==> src/rtl/sar_adc_seq_pkg.sv <==
// Shared types and helpers for the SAR ADC sequencer: FSM states and the mask bit picker.
package sar_adc_seq_pkg;

  localparam int unsigned ADC_W  = 8;
  localparam int unsigned MAX_CH = 16;

  typedef enum logic [2:0] {
    StIdle,
    StSelect,
    StSettle,
    StStart,
    StConvert,
    StAccum,
    StEmit,
    StNext
  } seq_state_t;

  typedef struct packed {
    logic       found;
    logic [3:0] idx;
  } ch_pick_t;

  // Lowest set bit of mask strictly above cur, or the lowest set bit overall when first is set.
  function automatic ch_pick_t next_set_bit(input logic [MAX_CH-1:0] mask,
                                            input logic [3:0]        cur,
                                            input logic              first);
    ch_pick_t r;
    r = '0;
    for (int i = MAX_CH - 1; i >= 0; i--) begin
      if (mask[i] && (first || (4'(i) > cur))) begin
        r.found = 1'b1;
        r.idx   = 4'(i);
      end
    end
    return r;
  endfunction

endpackage

==> src/rtl/sar_adc_sequencer_ch_next.sv <==
// Combinational priority picker: next enabled channel above the current one, or the first one.
module sar_ch_next #(
  parameter int unsigned N_CH = 4,
  parameter int unsigned CH_W = $clog2(N_CH)
) (
  input  logic [N_CH-1:0] mask_i,
  input  logic [CH_W-1:0] cur_i,
  input  logic            first_i,
  output logic            found_o,
  output logic [CH_W-1:0] idx_o
);
  import sar_adc_seq_pkg::*;

  ch_pick_t pick;

  always_comb begin
    pick    = next_set_bit(MAX_CH'(mask_i), 4'(cur_i), first_i);
    found_o = pick.found;
    idx_o   = CH_W'(pick.idx);
  end

endmodule

==> src/rtl/sar_adc_sequencer.sv <==
// Scans enabled mux channels, runs averaged SAR conversions with a timeout and streams the
// per-channel averages out on a valid/ready interface with sticky error reporting.
module sar_adc_sequencer #(
  parameter int unsigned N_CH        = 4,
  parameter int unsigned CH_W        = $clog2(N_CH),
  parameter int unsigned SETTLE_CYC  = 4,
  parameter int unsigned TIMEOUT_CYC = 16,
  parameter int unsigned AVG_LOG2    = 2
) (
  input  logic            clk_i,
  input  logic            rst_i,
  input  logic            en_i,
  input  logic            trig_i,
  input  logic [N_CH-1:0] ch_mask_i,
  input  logic            clr_i,
  output logic [CH_W-1:0] mux_sel_o,
  output logic            adc_start_o,
  output logic            adc_rst_n_o,
  input  logic            adc_eoc_i,
  input  logic [7:0]      adc_dout_i,
  output logic            res_valid_o,
  input  logic            res_ready_i,
  output logic [7:0]      res_data_o,
  output logic [CH_W-1:0] res_ch_o,
  output logic            busy_o,
  output logic            err_timeout_o,
  output logic            overrun_o
);
  import sar_adc_seq_pkg::*;

  localparam int unsigned AccW  = ADC_W + AVG_LOG2;
  localparam int unsigned NsW   = AVG_LOG2 + 1;
  localparam logic [NsW-1:0] NSamp = NsW'(1 << AVG_LOG2);

  seq_state_t       state_q;
  logic [N_CH-1:0]  mask_q;
  logic [CH_W-1:0]  ch_q, mux_sel_q, res_ch_q;
  logic [7:0]       cnt_q;
  logic [NsW-1:0]   nsamp_q, nsamp_d;
  logic [AccW-1:0]  acc_q, acc_d;
  logic [ADC_W-1:0] sample_q, res_data_q, avg;
  logic             adc_start_q, adc_rst_n_q, res_valid_q, err_timeout_q, overrun_q;
  logic             transfer;

  logic             first_found, next_found;
  logic [CH_W-1:0]  first_idx, next_idx;

  sar_ch_next #(.N_CH(N_CH), .CH_W(CH_W)) u_first (
    .mask_i  (ch_mask_i),
    .cur_i   ('0),
    .first_i (1'b1),
    .found_o (first_found),
    .idx_o   (first_idx)
  );

  sar_ch_next #(.N_CH(N_CH), .CH_W(CH_W)) u_next (
    .mask_i  (mask_q),
    .cur_i   (ch_q),
    .first_i (1'b0),
    .found_o (next_found),
    .idx_o   (next_idx)
  );

  always_comb begin
    nsamp_d  = nsamp_q + 1'b1;
    acc_d    = acc_q + AccW'(sample_q);
    avg      = ADC_W'(acc_q >> AVG_LOG2);
    transfer = res_valid_q & res_ready_i;
  end

  always_ff @(posedge clk_i) begin
    if (rst_i) begin
      state_q       <= StIdle;
      mask_q        <= '0;
      ch_q          <= '0;
      mux_sel_q     <= '0;
      res_ch_q      <= '0;
      cnt_q         <= '0;
      nsamp_q       <= '0;
      acc_q         <= '0;
      sample_q      <= '0;
      res_data_q    <= '0;
      adc_start_q   <= 1'b0;
      adc_rst_n_q   <= 1'b0;
      res_valid_q   <= 1'b0;
      err_timeout_q <= 1'b0;
      overrun_q     <= 1'b0;
    end else begin
      adc_start_q <= 1'b0;
      adc_rst_n_q <= 1'b1;
      if (transfer) res_valid_q <= 1'b0;
      // Set events below are assigned later, so they win over a coincident clear.
      if (clr_i) begin
        err_timeout_q <= 1'b0;
        overrun_q     <= 1'b0;
      end
      unique case (state_q)
        StIdle: begin
          if ((en_i || trig_i) && first_found) begin
            mask_q  <= ch_mask_i;
            ch_q    <= first_idx;
            state_q <= StSelect;
          end
        end
        StSelect: begin
          mux_sel_q <= ch_q;
          cnt_q     <= 8'(SETTLE_CYC);
          acc_q     <= '0;
          nsamp_q   <= '0;
          state_q   <= StSettle;
        end
        StSettle: begin
          cnt_q <= cnt_q - 8'd1;
          if (cnt_q == 8'd1) begin
            adc_start_q <= 1'b1;
            state_q     <= StStart;
          end
        end
        StStart: begin
          cnt_q   <= 8'(TIMEOUT_CYC);
          state_q <= StConvert;
        end
        StConvert: begin
          if (adc_eoc_i) begin
            sample_q <= adc_dout_i;
            state_q  <= StAccum;
          end else if (cnt_q == 8'd1) begin
            err_timeout_q <= 1'b1;
            adc_rst_n_q   <= 1'b0;
            acc_q         <= '0;
            nsamp_q       <= '0;
            state_q       <= StNext;
          end else begin
            cnt_q <= cnt_q - 8'd1;
          end
        end
        StAccum: begin
          acc_q   <= acc_d;
          nsamp_q <= nsamp_d;
          if (nsamp_d == NSamp) begin
            state_q <= StEmit;
          end else begin
            adc_start_q <= 1'b1;
            state_q     <= StStart;
          end
        end
        StEmit: begin
          if (!res_valid_q || transfer) begin
            res_data_q  <= avg;
            res_ch_q    <= ch_q;
            res_valid_q <= 1'b1;
          end else begin
            overrun_q <= 1'b1;
          end
          state_q <= StNext;
        end
        StNext: begin
          if (next_found) begin
            ch_q    <= next_idx;
            state_q <= StSelect;
          end else if (en_i && first_found) begin
            mask_q  <= ch_mask_i;
            ch_q    <= first_idx;
            state_q <= StSelect;
          end else begin
            state_q <= StIdle;
          end
        end
        default: state_q <= StIdle;
      endcase
    end
  end

  assign mux_sel_o     = mux_sel_q;
  assign adc_start_o   = adc_start_q;
  assign adc_rst_n_o   = adc_rst_n_q;
  assign res_valid_o   = res_valid_q;
  assign res_data_o    = res_data_q;
  assign res_ch_o      = res_ch_q;
  assign busy_o        = (state_q != StIdle);
  assign err_timeout_o = err_timeout_q;
  assign overrun_o     = overrun_q;

endmodule

==> config.mk <==
export PLATFORM = sky130hd
export DESIGN_NAME = sar_adc_sequencer
export DESIGN_NICKNAME = d
export VERILOG_FILES = /design/src/rtl/sar_adc_seq_pkg.sv /design/src/rtl/sar_adc_sequencer_ch_next.sv /design/src/rtl/sar_adc_sequencer.sv
export SDC_FILE = /design/constraint.sdc
export NUM_CORES = 1
export LEC_CHECK = 0
export CORE_ASPECT_RATIO = 1.1
export CORE_UTILIZATION = 50
export CTS_CLUSTER_DIAMETER = 100
export DETAILED_ROUTE_END_ITERATION = 6
export GPL_TIMING_DRIVEN = 0
export PLACE_DENSITY = 0.82
export SLEW_MARGIN = 20
export SYNTH_ARGS = -nofsm -noshare
export SYNTH_HDL_FRONTEND = slang
export SYNTH_SLANG_ARGS = --single-unit
==> constraint.sdc <==
create_clock -name clk_i -period 1.7 [get_ports clk_i]
set_input_delay 0.255 -clock clk_i [delete_from_list [all_inputs] [get_ports clk_i]]
set_output_delay 0.255 -clock clk_i [all_outputs]
set_load 0.02 [all_outputs]
==> flow_summary.toml <==
[run_status]
status = "finished with violations"
violations = "setup timing"

[layout]
fillers = 438
final_common_cell = "nor2_1"
nets = 407
final_cell_mix = "59 x nor2_1, 46 x dfxtp_1, 31 x clkdlybuf4s50_1"
seq_area_sq_mm = 0.00110
layout-drive-gt1-share_pct = 20.5
multiInputGateArea_sq_mm = 0.00179
fin_util_pct = 68.5
diodes = 0
finalNonFillerCells = 451
syn2layout_area_growth_pct = 31.8

[timing]
rsz0062_at_grt = "yes"
whs_ns = 0.375
fin_crit_ns = 1.83
setup_ws_ns = -0.129
worst_pin_slew_ns = 0.575
slew_headroom_pct = 61.7
fin_skew_ns = 0.00461
drv_slew = 0
finalSetupViolations = 2
finalCritPeriodShare_pct = 108
hold_viol = 0
clock.fmax_mhz = 547

[floorplan]
initial_core_util_pct = 52.0
rows = 28
core_area_sq_mm = 0.00540
die_area_sq_mm = 0.00591
die_h_microns = 80.6
top_level_ports = 37
die_x_microns = 73.4

[logic_synthesis]
syn_area_per_cell_sq_um = 8.85
synth-main-ff-cell = "dfxtp_1"
ys_seq_area_share_pct = 38.5
syn_inst = 317
synth.distinct_cells = 52
synth_seq_cells = 54
ys_warn_count = 0
synth_nets = 349
synth_edf_count = 0
synth_area_sq_mm = 0.00281
async_flop_share_pct = 0

[detailed_routing]
drtPass1Iterations = 4
num_vias = 2468
route.detailed.drc = 0
drtIter0Drc = 164
wire_per_inst_microns = 14.8
ant_nets = 0
wl_microns = 6660
vias_per_cell = 5.47

[clocking]
clock_sinks = 54
htreeDepth = 2
cts_tree = "done"
cts_buffers = 5
hold_buffers = 0
clk_pin_slew_ns = 0.10
clkLatencyLatePin_ns = 0.30
clock-root-buffer = "clkbuf_8"
clock_path_buffers = 2

[critical_path]
slowest_delay_ns = 0.36
worstPathRequired_ns = 1.94
criticalPathCategory = "flop to flop"
crit_chain = "ha_4 -> inv_2 -> fa_2 -> nand2b_4 -> a21oi_4 -> o21bai_1 -> a211oi_2 -> mux2i_1"
start_kind = "flop"
critical-path-slowest-cell = "dfxtp_2"
cp-end-kind = "flop"
crit_path_max_fanout = 3
critPathArrivalTime_ns = 2.07

[power]
peakVddDrop_mv = 0.530
swShare_pct = 32.5
finalPower_w = 0.00355
power_frac_comb_pct = 33.4
p_leak_nw = 1.40
clkPwrFrac_pct = 24.0
power.density_mw_per_mm2 = 960
internal_power_w = 0.00239
p_seq_share_pct = 42.6
p_sw_w = 0.00115

[min_path]
min_path_type = "primary input to flop"

[place]
placedCellCount = 427
place.gp.congestion = 0.863
dp_slack_ns = -0.420
io_buffers = 35
dp_hpwl_microns = 4460

[flow_run]
max-cap-violations = 0

[grt]
grt_pass1_wl_microns = 10300
grt_antenna_before_repair = 0
grt_use_total_pct = 22.6
gr-total-overflow = 0
grt_pass1_vias = 2354
grt_max_degree = 17
power groups by stage:
| stage | Combinational (W) | Sequential, W | Clock [W] |
|---|---|---|---|
| detailed placement | 0.000910 | 0.00152 | 0 |
| finish | 0.00118 | 0.00151 | 0.000852 |
| floorplan | 0.000699 | 0.00150 | 0 |
| CTS | 0.00102 | 0.00150 | 0.000879 |
| global route | 0.00129 | 0.00152 | 0.000931 |
| global placement | 0.000884 | 0.00152 | 0 |
worst max-delay path: cells and delay by family (launching register included):
| kind | cells | cell delay (ns) |
|---|---|---|
| AO/OA/AOI/OAI | 3 | 0.51 |
| flip-flops | 1 | 0.36 |
| AND/OR/NAND/NOR | 1 | 0.17 |
| multiplexers | 1 | 0.20 |
| adder cells (fa/ha/maj) | 2 | 0.50 |
| buffers and inverters | 1 | 0.03 |
registers in the layout (all words and copies together), names as in the netlist:
| name | count |
|---|---|
| sample_q | 8 |
| res_data_o | 8 |
| nsamp_q | 3 |
| state_q | 3 |
| ch_q | 2 |
| adc_start_o | 1 |
| acc_q | 10 |
| err_timeout_o | 1 |
| res_ch_o | 2 |
| mux_sel_o | 2 |
| overrun_o | 1 |
| mask_q | 3 |
| res_valid_o | 1 |
| adc_rst_n_o | 1 |
| cnt_q | 8 |
stage by stage:
step | setup TNS, ns | area (sq um)
floorplan | -0.0105 | 2830
global placement | -6.23 | 3270
detailed placement | -6.76 | 3270
CTS | -0.170 | 3470
global route | -0.451 | 3700
finish | -0.144 | 3700
routing by layer:
layer	vias to the layer above	part of all wire (%)	wire length, microns	GRT usage [%]
met5	-	0	0	0
met3	9	2.6	176	4.27
met1	1184	43	2870	26.4
met2	44	53	3530	40.5
li1	1231	-	-	-
met4	0	1.2	81	8.27
cell families after synthesis:
logic type | after synthesis | share of synthesized area (%)
AO/OA/AOI/OAI | 65 | 16.1
XOR/XNOR | 9 | 2.81
adder cells (fa/ha/maj) | 13 | 6.07
buffers and inverters | 26 | 4.46
flip-flops | 54 | 38.5
multiplexers | 27 | 9.63
AND/OR/NAND/NOR | 123 | 22.4
timing repair:
action                                 CTS  global route
pin swaps                                5            17
endpoints found under the hold margin    0             0
buffers inserted                         5            10
setup endpoints to repair               21            31
resized for setup                       17            38
gates cloned                             0             1
cell usage after synthesis (4+ instances only):
cell type | n | area [sq um]
nand3_1 | 4 | 20.0
clkbuf_1 | 6 | 22.5
dfxtp_1 | 54 | 1080
o21ai_0 | 10 | 50.1
a21o_1 | 4 | 30.0
a31oi_1 | 4 | 25.0
xor2_1 | 7 | 61.3
nor3_1 | 7 | 35.0
o211ai_1 | 5 | 37.5
nand2_1 | 15 | 56.3
mux2i_1 | 27 | 270
a22oi_1 | 6 | 45.0
buf_2 | 4 | 20.0
a21oi_1 | 15 | 75.1
nor2_1 | 60 | 225
a211oi_1 | 4 | 30.0
ha_1 | 12 | 150
nand2b_1 | 8 | 50.1
inv_1 | 11 | 41.3
nand3b_1 | 5 | 37.5
final cells by class:
type                       count  area share (%)
multi-input combinational    237            48.3
clock inverter                 3            1.08
tap                           75            2.54
buffer                        15            2.54
inverter                      11            1.12
sequential                    54            29.6
timing repair buffer          51            12.9
clock buffer                   5            1.86
final timing paths:
| kind | endpoint | startpoint | slack (ns) | cells after the start |
|---|---|---|---|---|
| worst max-delay path | acc_q[8] | sample_q[0] | -0.13 | 8 |
| worst min-delay path | mask_q[3] | ch_mask_i[3] | 0.38 | 3 |
| worst max register to register | acc_q[8] | sample_q[0] | -0.13 | 8 |
| worst min register to register | acc_q[9] | acc_q[9] | 0.48 | 2 |
Power figures use the tool's default switching activity.
